[src/rtl/io_responder.sv]
// io_responder: memory-mapped I/O block for a small CPU.
//
// It debounces the pushbuttons and switches, keeps sticky key-press flags,
// runs a millisecond timer with a programmable wrap limit, and holds the
// HEX/LEDR/LEDG output registers. Reads are combinational (zero latency).
// Writes commit on the rising CLK edge.
//
// Ports:
//   CLK     - the only clock, rising edge
//   RESET_N - asynchronous active-low reset
//   ADDR    - CPU data-side address
//   DIN     - CPU write data
//   WE      - CPU write strobe
//   DOUT    - read data, 0 when SEL is low
//   SEL     - high when ADDR hits one of the mapped registers
//   KEY     - raw pushbuttons, active-low
//   SW      - raw slide switches
//   HEXVAL  - value shown on the four seven-segment digits
//   LEDR    - red LEDs
//   LEDG    - green LEDs
//
// Register map:
//   FFF0 KDATA (ro)  FFF2 SDATA (ro)  FFF4 KSTAT (w1c)  FFF6 TCNT
//   FFF8 HEX         FFFA LEDR        FFFC LEDG         FFFE TLIM
module io_responder #(
    parameter int DBITS      = 16,
    parameter int DEB_CYCLES = 500000,
    parameter int PRESCALE   = 50000
) (
    input  logic             CLK,
    input  logic             RESET_N,
    input  logic [DBITS-1:0] ADDR,
    input  logic [DBITS-1:0] DIN,
    input  logic             WE,
    output logic [DBITS-1:0] DOUT,
    output logic             SEL,
    input  logic [3:0]       KEY,
    input  logic [9:0]       SW,
    output logic [15:0]      HEXVAL,
    output logic [9:0]       LEDR,
    output logic [7:0]       LEDG
);

    localparam int NIN = 14;
    localparam int CW  = $clog2(DEB_CYCLES + 1);
    localparam int PW  = (PRESCALE > 1) ? $clog2(PRESCALE) : 1;

    localparam logic [DBITS-1:0] A_KDATA = DBITS'(16'hFFF0);
    localparam logic [DBITS-1:0] A_SDATA = DBITS'(16'hFFF2);
    localparam logic [DBITS-1:0] A_KSTAT = DBITS'(16'hFFF4);
    localparam logic [DBITS-1:0] A_TCNT  = DBITS'(16'hFFF6);
    localparam logic [DBITS-1:0] A_HEX   = DBITS'(16'hFFF8);
    localparam logic [DBITS-1:0] A_LEDR  = DBITS'(16'hFFFA);
    localparam logic [DBITS-1:0] A_LEDG  = DBITS'(16'hFFFC);
    localparam logic [DBITS-1:0] A_TLIM  = DBITS'(16'hFFFE);

    logic [NIN-1:0]    w_raw;
    logic [NIN-1:0]    r_sync1;
    logic [NIN-1:0]    r_sync2;
    logic [NIN-1:0]    r_deb;
    logic [NIN-1:0]    w_debNext;
    logic [NIN*CW-1:0] r_debCnt;
    logic [NIN*CW-1:0] w_cntNext;

    logic [PW-1:0] r_pre;
    logic [15:0]   r_tcnt;
    logic [15:0]   r_tlim;
    logic [4:0]    r_kstat;
    logic [15:0]   r_hex;
    logic [9:0]    r_ledr;
    logic [7:0]    r_ledg;

    logic        w_wrKstat;
    logic        w_wrTcnt;
    logic        w_tick;
    logic        w_limHit;
    logic        w_wrapEvent;
    logic [3:0]  w_keyRise;
    logic [4:0]  w_clr;
    logic [15:0] w_rdata;
    logic        w_sel;

    // Keys are inverted before synchronizing so that every reset value of
    // zero (sync flops and debounced state) means "not pressed".
    assign w_raw = {SW, ~KEY};

    always_ff @(posedge CLK or negedge RESET_N) begin
        if (!RESET_N) begin
            r_sync1  <= '0;
            r_sync2  <= '0;
            r_deb    <= '0;
            r_debCnt <= '0;
        end else begin
            r_sync1  <= w_raw;
            r_sync2  <= r_sync1;
            r_deb    <= w_debNext;
            r_debCnt <= w_cntNext;
        end
    end

    // A counter only advances while the synced input disagrees with the
    // accepted value; any agreement, or the accepting edge itself, clears it.
    always_comb begin
        w_debNext = r_deb;
        w_cntNext = '0;
        for (int i = 0; i < NIN; i++) begin
            if (r_sync2[i] != r_deb[i]) begin
                if (r_debCnt[i*CW +: CW] == CW'(DEB_CYCLES - 1)) begin
                    w_debNext[i] = r_sync2[i];
                end else begin
                    w_cntNext[i*CW +: CW] = r_debCnt[i*CW +: CW] + CW'(1);
                end
            end
        end
    end

    assign w_keyRise = w_debNext[3:0] & ~r_deb[3:0];
    assign w_wrKstat = WE && (ADDR == A_KSTAT);
    assign w_wrTcnt  = WE && (ADDR == A_TCNT);
    assign w_tick    = (r_pre == PW'(PRESCALE - 1));
    assign w_limHit  = (r_tlim != 16'd0) && (r_tcnt == r_tlim);
    // A CPU load of TCNT suppresses the tick, so it cannot report a wrap.
    assign w_wrapEvent = w_tick && w_limHit && !w_wrTcnt;
    assign w_clr       = w_wrKstat ? DIN[4:0] : 5'd0;

    // Equality (not >=) against the limit lets a limit written below the
    // current count run through 0xFFFF and wrap silently.
    always_ff @(posedge CLK or negedge RESET_N) begin
        if (!RESET_N) begin
            r_pre  <= '0;
            r_tcnt <= '0;
        end else if (w_wrTcnt) begin
            r_pre  <= '0;
            r_tcnt <= DIN[15:0];
        end else if (w_tick) begin
            r_pre  <= '0;
            r_tcnt <= w_limHit ? 16'd0 : r_tcnt + 16'd1;
        end else begin
            r_pre  <= r_pre + PW'(1);
        end
    end

    // Set events are OR-ed in after the clear mask so a same-edge set wins.
    always_ff @(posedge CLK or negedge RESET_N) begin
        if (!RESET_N) begin
            r_kstat <= '0;
        end else begin
            r_kstat <= (r_kstat & ~w_clr) | {w_wrapEvent, w_keyRise};
        end
    end

    always_ff @(posedge CLK or negedge RESET_N) begin
        if (!RESET_N) begin
            r_hex  <= '0;
            r_ledr <= '0;
            r_ledg <= '0;
            r_tlim <= '0;
        end else if (WE) begin
            if (ADDR == A_HEX)  r_hex  <= DIN[15:0];
            if (ADDR == A_LEDR) r_ledr <= DIN[9:0];
            if (ADDR == A_LEDG) r_ledg <= DIN[7:0];
            if (ADDR == A_TLIM) r_tlim <= DIN[15:0];
        end
    end

    always_comb begin
        w_sel   = 1'b1;
        w_rdata = 16'd0;
        case (ADDR)
            A_KDATA: w_rdata = {12'd0, r_deb[3:0]};
            A_SDATA: w_rdata = {6'd0, r_deb[13:4]};
            A_KSTAT: w_rdata = {11'd0, r_kstat};
            A_TCNT:  w_rdata = r_tcnt;
            A_HEX:   w_rdata = r_hex;
            A_LEDR:  w_rdata = {6'd0, r_ledr};
            A_LEDG:  w_rdata = {8'd0, r_ledg};
            A_TLIM:  w_rdata = r_tlim;
            default: w_sel   = 1'b0;
        endcase
    end

    assign SEL    = w_sel;
    assign DOUT   = DBITS'(w_rdata);
    assign HEXVAL = r_hex;
    assign LEDR   = r_ledr;
    assign LEDG   = r_ledg;

endmodule

[config.mk]
export PLATFORM = sky130hd
export DESIGN_NAME = io_responder
export DESIGN_NICKNAME = d
export VERILOG_FILES = /design/src/rtl/io_responder.sv
export SDC_FILE = /design/constraint.sdc
export NUM_CORES = 1
export LEC_CHECK = 0
export ABC_AREA = 0
export BUFFER_PORTS_ARGS = -buffer_cell sky130_fd_sc_hd__buf_2
export CAP_MARGIN = 10
export CORE_MARGIN = 1
export CORE_UTILIZATION = 65
export CTS_BUF_LIST = sky130_fd_sc_hd__clkbuf_2
export DETAILED_ROUTE_END_ITERATION = 8
export HOLD_SLACK_MARGIN = 0.05
export PLACE_DENSITY = 0.84
export SLEW_MARGIN = 0
export SYNTH_ARGS = -nofsm -noshare
export SYNTH_HDL_FRONTEND = slang
export SYNTH_SLANG_ARGS = --single-unit
[constraint.sdc]
create_clock -name CLK -period 6.8 [get_ports CLK]
set_clock_uncertainty 0.1 [all_clocks]
set_input_delay 1.36 -clock CLK [delete_from_list [all_inputs] [get_ports CLK]]
set_output_delay 1.36 -clock CLK [all_outputs]
set_load 0.03 [all_outputs]
## Yosys cells after proc, flatten, opt, wreduce, memory -nomap -nowiden

Index checks and enable logic that the tools add are counted.
W data, S select, Z words.

| word-level totals | value |
|---|---|
| bits of input ports | 49 |
| bits in registers | 395 |
| output and inout port bits | 51 |
| word-level logic and storage cells | 148 |

| operators by class | value |
|---|---|
| equality and inequality tests | 38 |
| add/sub/neg operators | 16 |
| reductions and logical operators | 23 |
| mux-type cells | 44 |
| bitwise logic cells | 6 |

Operators by type and width:

| kind | count |
|---|---|
| $mux W19 | 28 |
| $add A19 B1 Y19 const B | 14 |
| $eq A19 B19 Y1 const B | 14 |
| $eq A16 B16 Y1 const B | 9 |
| $pmux W16 S8 | 1 |
| $mux W16 | 5 |
| $add A16 B1 Y16 const B | 2 |
| $reduce_and A2 Y1 | 14 |
| $eq A16 B16 Y1 | 1 |
| $reduce_bool A16 Y1 | 1 |
| $ne A1 B1 Y1 | 14 |
| $mux W1 | 9 |
| $not A4 Y4 | 2 |
| $reduce_or A8 Y1 | 1 |
| $and A5 B5 Y5 | 1 |
| $logic_and A1 B1 Y1 | 5 |
| $mux W5 | 1 |
| $not A5 Y5 | 1 |
| $or A5 B5 Y5 | 1 |
| $and A4 B4 Y4 | 1 |
| $reduce_bool A2 Y1 | 1 |
| $logic_not A1 Y1 | 1 |

## Logic depth before layout (Yosys ltp)

Gate-level depths: netlist of run 1.

| depth | value |
|---|---|
| depth in word-level cells | 6 |
| depth in mapped cells | 7 |
| gate-level depth less buffers | 6 |

## Worst setup path before layout of run 1

Ideal clock, no wire load.

| timing path | value |
|---|---|
| path kind | input -> output |
| start point | input port ADDR[14] |
| end point | output port SEL |
| required time | 5.340 ns |
| arrival | 2.910 ns |
| buffers on the path | 1 |
| stages | 5 |
| path slack | 2.430 ns |
| cells stage by stage | nand4_1 nor2_1 buf_2 inv_1 nor4_1 |

| between the ends | value |
|---|---|
| longest elaborated chain between the ends | 3 |
| elaborated cells between the ends (all ways) | 10 |
| those cells by class | 8 x eq/ne; 1 x mux; 1 x reduce/logical |

RTL lines:

| item | line | RTL |
|---|---|---|
| start: declaration | 32 | `input logic [DBITS-1:0] ADDR,` |
| $eq A16 B16 Y1 | 169 | `case (ADDR)` |
| $reduce_or A8 Y1 (no source line) * | - |  |
| $mux W1 * | 169 |  |
| end: declaration | 36 | `output logic SEL,` |

Every way passes the cells marked *; elsewhere a longest branch is shown, timed or not.

## Worst setup path in the final report of run 1

| timing path | value |
|---|---|
| start point | input port ADDR[14] |
| end point | output port DOUT[1] |

| between the ends | value |
|---|---|
| longest elaborated chain between the ends | 2 |
| elaborated cells between the ends (all ways) | 9 |
| those cells by class | 8 x eq/ne; 1 x mux |

RTL lines:

| item | line | RTL |
|---|---|---|
| $eq A16 B16 Y1 | 169 |  |
| $pmux W16 S8 * | 169 |  |
| end: declaration | 35 | `output logic [DBITS-1:0] DOUT,` |

Marked as above.

==> results of run 1 <==
-- per-layer routing --
layer | vias to the layer above | routed length [um]
met3 | 131 | 3180
met2 | 445 | 19100
met4 | 4 | 1830
met1 | 6854 | 16800
li1 | 6713 | -
met5 | - | 27
-- report_power, final --
part / internal [mW] / switching [mW] / total (mW)
clock: 0.622 / 0.965 / 1.59
combinational: 0.0474 / 0.110 / 0.158
sequential: 2.38 / 0.0392 / 2.42
-- worst register-to-register path: cells and delay by family (launching register included) --
| family | cells | cell delay [ns] |
|---|---|---|
| xor gates and xnor gates | 1 | 0.14 |
| AOI/OAI and AO/OA | 1 | 0.14 |
| and+or+nand+nor | 3 | 1.22 |
| DFF | 1 | 0.68 |
-- sequential cells by signal (all words and copies together), names as in the netlist --
register,count
LEDG,8
HEXVAL,16
r_sync2,14
r_debCnt,266
r_sync1,14
r_kstat,5
LEDR,10
r_deb,14
r_pre,16
r_tlim,16
r_tcnt,16
-- worst max path at each step --
stage | start | to | slack [ns] | cells after the start
after floorplan | ADDR[14] | SEL | 2.43 | 5
after global placement | ADDR[14] | DOUT[2] | 1.82 | 7
after detailed placement | ADDR[14] | DOUT[1] | 1.68 | 7
after CTS | ADDR[14] | DOUT[1] | 1.67 | 7
after global routing | ADDR[11] | DOUT[1] | 1.60 | 7
final | ADDR[14] | DOUT[1] | 1.58 | 7
-- synthesized netlist by cell type, drive strengths merged, types with 37 or more instances --
master  number
and3        41
and4        37
buf         42
dfrtp      395
inv         68
mux2        60
nand2      121
nand3      104
nand4       60
nor2       368
nor3        45
nor4        38
xnor2      172
xor2       119
-- stage by stage --
| step | total power, mW | instance area [sq um] | setup slack [ns] |
|---|---|---|---|
| finish | 4.17 | 20700 | 1.58 |
| global route | 4.38 | 20700 | 1.60 |
| CTS | 4.22 | 20700 | 1.67 |
| detailed placement | 2.63 | 19800 | 1.68 |
| global placement | 2.62 | 19800 | 1.82 |
| floorplan | 2.54 | 19000 | 2.43 |
-- area by class of cell --
type / count / area [sq um] / share of cell area
multi-input combinational: 1349 / 8610 / 0.416
clock buffer: 135 / 676 / 0.0327
tap: 384 / 480 / 0.0232
timing repair buffer: 103 / 548 / 0.0265
inverter: 68 / 255 / 0.0123
sequential: 395 / 9880 / 0.478
clock inverter: 42 / 231 / 0.0112
antenna: 3 / 7.51 / 0.000363
-- logic make-up after synthesis --
family	after synthesis
XOR/XNOR	291
adder cells (fa/ha/maj)	16
AND/OR/NAND/NOR	903
multiplexers	62
flip-flops	395
buffers and inverters	128
AO/OA/AOI/OAI	77
==> results.yml, run 1 <==
yosys:
  synth_top_family_by_area: "simple AND/OR/NAND/NOR gates"
  avgSynthCellArea_sq_um: 10.2
  async_flop_share: 1.00
  synth_adder_area_share: 0.0105
  synthTopCellsByArea: "dfrtp_1, xnor2_1, nor2_1"
  yosys.area_share.xor_xnor: 0.134
  synth_area_leader_cell: "dfrtp_1"
  yosysWarnings: 0
  synth_edf_count: 0
  synth_top_area_share: 0.519
  synthDistinctLibCells: 61
  synth-compound-area-share: 0.0325
  syn_inst: 1872
  synth-seq-area-share: 0.519
  yosys.area_share.simple: 0.239
  syn_area_sq_um: 19000
  yosys_register_bits: 395
  syn_nets: 1937
  ys.flop_type: "dfrtp_1"
  synthMuxAreaShare: 0.0365
clocking:
  clock_latency_ns: 0.96
  cts_sinks: 395
  clock_path_buffers: 3
  numCtsBuffers: 98
  hold_buffers: 0
  ctsResizeCount: 0
  cts_tree: "built"
  cts_setup_buffers: 0
  clk_pin_slew_worst_paths_ns: 0.10
  h-tree-depth: 3
  root_buffer: "clkbuf_2"
run:
  cap_viol_max_count: 0
die:
  initial_core_util: 0.662
  std_cell_rows: 62
  die_h_um: 173
  die_area_sq_um: 30000
  io_pins: 100
  fp.dieW_um: 173
  core-area_sq_um: 28800
drt:
  wirelength_mm: 40.9
  via_per_inst: 5.71
  antenna_left: 0
  first_iter_violations: 1027
  drt_first_pass_iters: 5
  vias: 14100
  wire_per_inst_um: 16.5
  drc: 0
cells_and_area:
  nFillCells: 2077
  layout_commonest_cell: "dfrtp_1"
  layout.cells.non_filler: 2479
  areaGrowthSynthToFinish_pct: 8.68
  layout_common_cells: "dfrtp_1, nor2_1, xnor2_1"
  nets: 2080
  drive_gt1_frac: 0.165
  final_core_util: 0.719
timing:
  min_period_over_period: 0.768
  hold-worst-slack_ns: 0.206
  fin_crit_ns: 5.22
  setup_tns_ns: 0
  slew_headroom: 0.178
  rsz0062_at_grt: "no"
  slew_violations: 0
  worstMarginPinSlew_ns: 1.23
  setup_viol: 0
  fmax_ghz: 0.191
  hold_violations: 0
setup_path:
  timing.rr.start: "r_tcnt[11]"
  r2r_setup_slack_ns: 4.33
  ff2ff_path_depth: 5
  startpoint_type: "input port"
  path_max_fanout: 16
  crit_family: "simple AND/OR/NAND/NOR gates"
  worst_setup_path_end_kind: "output port"
  crit_path_cell_trace: "buf_2 -> nand4_1 -> nor4_4 -> and2_1 -> a22oi_1 -> nand4_1 -> buf_2"
  worst_path_max_delay_cell: "and2_1"
  timing.rr.end: "r_tcnt[8]"
  cp.buffers_inverters: 2
  critical_path_class: "in2out"
  crit_required_ns: 5.34
  crit_arrival_ns: 3.76
  critPathMaxStageDelay_ns: 0.80
power:
  power_leakage_nw: 9.43
  vdd.ir_drop.worst_v: 0.000157
  p_per_area_nw_per_um2: 201
global_route:
  grt_pass1_vias: 14500
  grt_pass1_wl_mm: 69.2
  antenna_found_initial: 6
  use_met3: 0.0842
  grt-ovfl-total: 0
  busiest_layer: "met2"
  grtUsageMet2: 0.449
  groute.layer.met1.usage: 0.358
  grt_max_degree: 142
  grt.total_usage: 0.284
min_path:
  whs_path_depth: 0
  holdCritPathClass: "reg2reg"
  worstHoldEndpoint: "r_sync2[4]"
  min_from: "r_sync1[4]"
place:
  dp_hpwl_mm: 28.2
  place_inst: 2299
  gp_congestion: 0.879
  port_buffers: 99
run_status:
  status: "finished clean"
Note: power is estimated with default switching activity, not from simulation.
==> run 2, diff against run 1 <==
ABC_AREA = 1   (was 0)
CORE_UTILIZATION = 64   (was 65)
PLACE_DENSITY = 0.83   (was 0.84)
clock period = 5.33 ns   (was 6.8 ns; I/O delays follow)
==> results.yml, run 2 <==
setup_path:
  critPathMaxStageDelay_ns: 0.44
  crit_cells: 10
  ff2ff_path_depth: 6
  crit_arrival_ns: 3.04
  critical_path_class: "in2out"
  worst_setup_path_end_kind: "output port"
  crit_path_cell_trace: "buf_2 -> nand2_2 -> nor2_1 -> nand3_1 -> nor2_1 -> nand2_1 -> o21ai_0 -> a21oi_1 -> nand2_1 -> buf_2"
  worst_path_max_delay_cell: "nand2_1"
  crit_required_ns: 4.16
  startpoint_type: "input port"
  path_max_fanout: 13
  cp.buffers_inverters: 2
  crit_family: "simple AND/OR/NAND/NOR gates"
yosys:
  synth_edf_count: 0
  yosys_register_bits: 395
  synth_area_leader_cell: "dfrtp_1"
  synth_most_common_cell: "nand2_1"
  syn_nets: 2884
  synthDistinctLibCells: 47
  syn_area_sq_um: 21400
  yosysWarnings: 0
  async_flop_share: 1.00
  ys.flop_type: "dfrtp_1"
  syn_inst: 2819
  avgSynthCellArea_sq_um: 7.59
  synthTopCellsByArea: "dfrtp_1, nand2_1, nor2_1"
  synth_top_area_share: 0.462
  ys_top_cells_by_count: "nand2_1, nor2_1, dfrtp_1"
  synth-seq-area-share: 0.462
clocking:
  cts_tree: "built"
  cts_sinks: 395
  clock_latency_ns: 1.04
  clock_path_buffers: 3
  root_buffer: "clkbuf_2"
  numCtsBuffers: 98
  clk_pin_slew_worst_paths_ns: 0.12
  h-tree-depth: 3
cells_and_area:
  largest_register: "r_debCnt"
  layout_common_cells: "nand2_1, nor2_1, dfrtp_1"
  nFillCells: 2787
  largest_reg_flops: 266
  drive_gt1_frac: 0.105
  layout_commonest_cell: "nand2_1"
  areaGrowthSynthToFinish_pct: 8.97
  nets: 3074
timing:
  setup_tns_ns: 0
  setup_viol: 0
  hold_violations: 0
  slew_headroom: 0.390
  slew_violations: 0
  fin_crit_ns: 4.20
  worstMarginPinSlew_ns: 0.915
  min_period_over_period: 0.789
  rsz0062_at_grt: "no"
  fmax_ghz: 0.238
die:
  core-area_sq_um: 32700
  std_cell_rows: 66
  die_h_um: 185
  io_pins: 100
  die_area_sq_um: 34200
  fp.dieW_um: 185
  initial_core_util: 0.655
power:
  p_per_area_nw_per_um2: 224
  fin_total_pwr_mw: 5.22
  power_leakage_nw: 10.7
  vdd.ir_drop.worst_v: 0.000177
drt:
  wire_per_inst_um: 14.8
  drt_first_pass_iters: 6
  vias: 19500
  drc: 0
  via_per_inst: 5.55
  wirelength_mm: 52.1
  antenna_left: 0
  first_iter_violations: 1382
min_path:
  holdCritPathClass: "reg2reg"
  whs_path_depth: 0
global_route:
  grt_pass1_wl_mm: 87.5
  grt-ovfl-total: 0
  grt_max_degree: 118
  grt_pass1_vias: 19000
  grt.total_usage: 0.317
  antenna_found_initial: 2
place:
  port_buffers: 99
  dp_hpwl_mm: 38.1
  gp_congestion: 0.940
run_status:
  status: "finished clean"
run:
  cap_viol_max_count: 0
## run 2: logic make-up after synthesis
group                    Yosys count  synth area share
AO/OA/AOI/OAI                    278            0.0761
XOR/XNOR                         106            0.0434
adder cells (fa/ha/maj)           16           0.00935
buffers and inverters            421            0.0772
flip-flops                       395             0.462
AND/OR/NAND/NOR                 1603             0.332
## run 2: what timing repair did
action / in CTS / in global routing
buffers inserted: 0 / 0
hold endpoints to repair: 105 / 0
resized for setup: 0 / 0
hold buffers: 15 / 0
setup endpoints to repair: 0 / 0
## run 2: final cells by class
type	instances	area, sq um	share of cell area
diodes	2	5.00	0.000215
clock buffers	128	641	0.0275
repair buffers	117	716	0.0307
inverters	394	1480	0.0634
multi-input cells	2003	9870	0.423
flip-flops and latches	395	9880	0.424
clock inverters	41	180	0.00772
well taps	442	553	0.0237
## run 2: per-layer routing
metal  vias up  share of wire  track usage
met3       157          0.070       0.0698
met1      9102           0.43        0.404
met2       677           0.46        0.509
met5         -              0            0
met4         0          0.042        0.160
li1       9597              -            -
## run 2: where the power goes
| part | total (mW) | switching (mW) | internal [mW] |
|---|---|---|---|
| Sequential | 3.09 | 0.0456 | 3.04 |
| Clock | 1.90 | 1.24 | 0.663 |
| Combinational | 0.239 | 0.173 | 0.0662 |
## run 2: worst paths after layout
check | startpoint | to | slack, ns
max in group asynchronous | RESET_N | r_debCnt[151] | 3.45
min reg2reg | r_sync1[3] | r_sync2[3] | 0.24
min in group asynchronous | RESET_N | r_debCnt[160] | 0.60
min | r_sync1[3] | r_sync2[3] | 0.24
max reg2reg | r_debCnt[0] | r_debCnt[15] | 3.24
max | ADDR[6] | DOUT[4] | 1.13
## run 2: per-stage QoR
stage          hold WS, ns  setup WS, ns  cell area, sq um  std cells   util
2_1_floorplan        0.231          1.81             21400       2819      -
6_report             0.242          1.13             23300       3522  0.713
3_3_place_gp         0.231          1.33             22300       3336  0.683
3_5_place_dp         0.235          1.23             22300       3336  0.683
5_1_grt              0.162          1.07             23300       3522  0.713
4_1_cts              0.141          1.23             23300       3520  0.713
## run 2: worst register-to-register path, stage by stage, from the launching register on
cell	delay, ns
dfrtp_1	0.50
ha_1	0.28
nand2_1	0.10
nor2_1	0.21
nand4_1	0.27
nand2_1	0.38
nor3_1	0.12
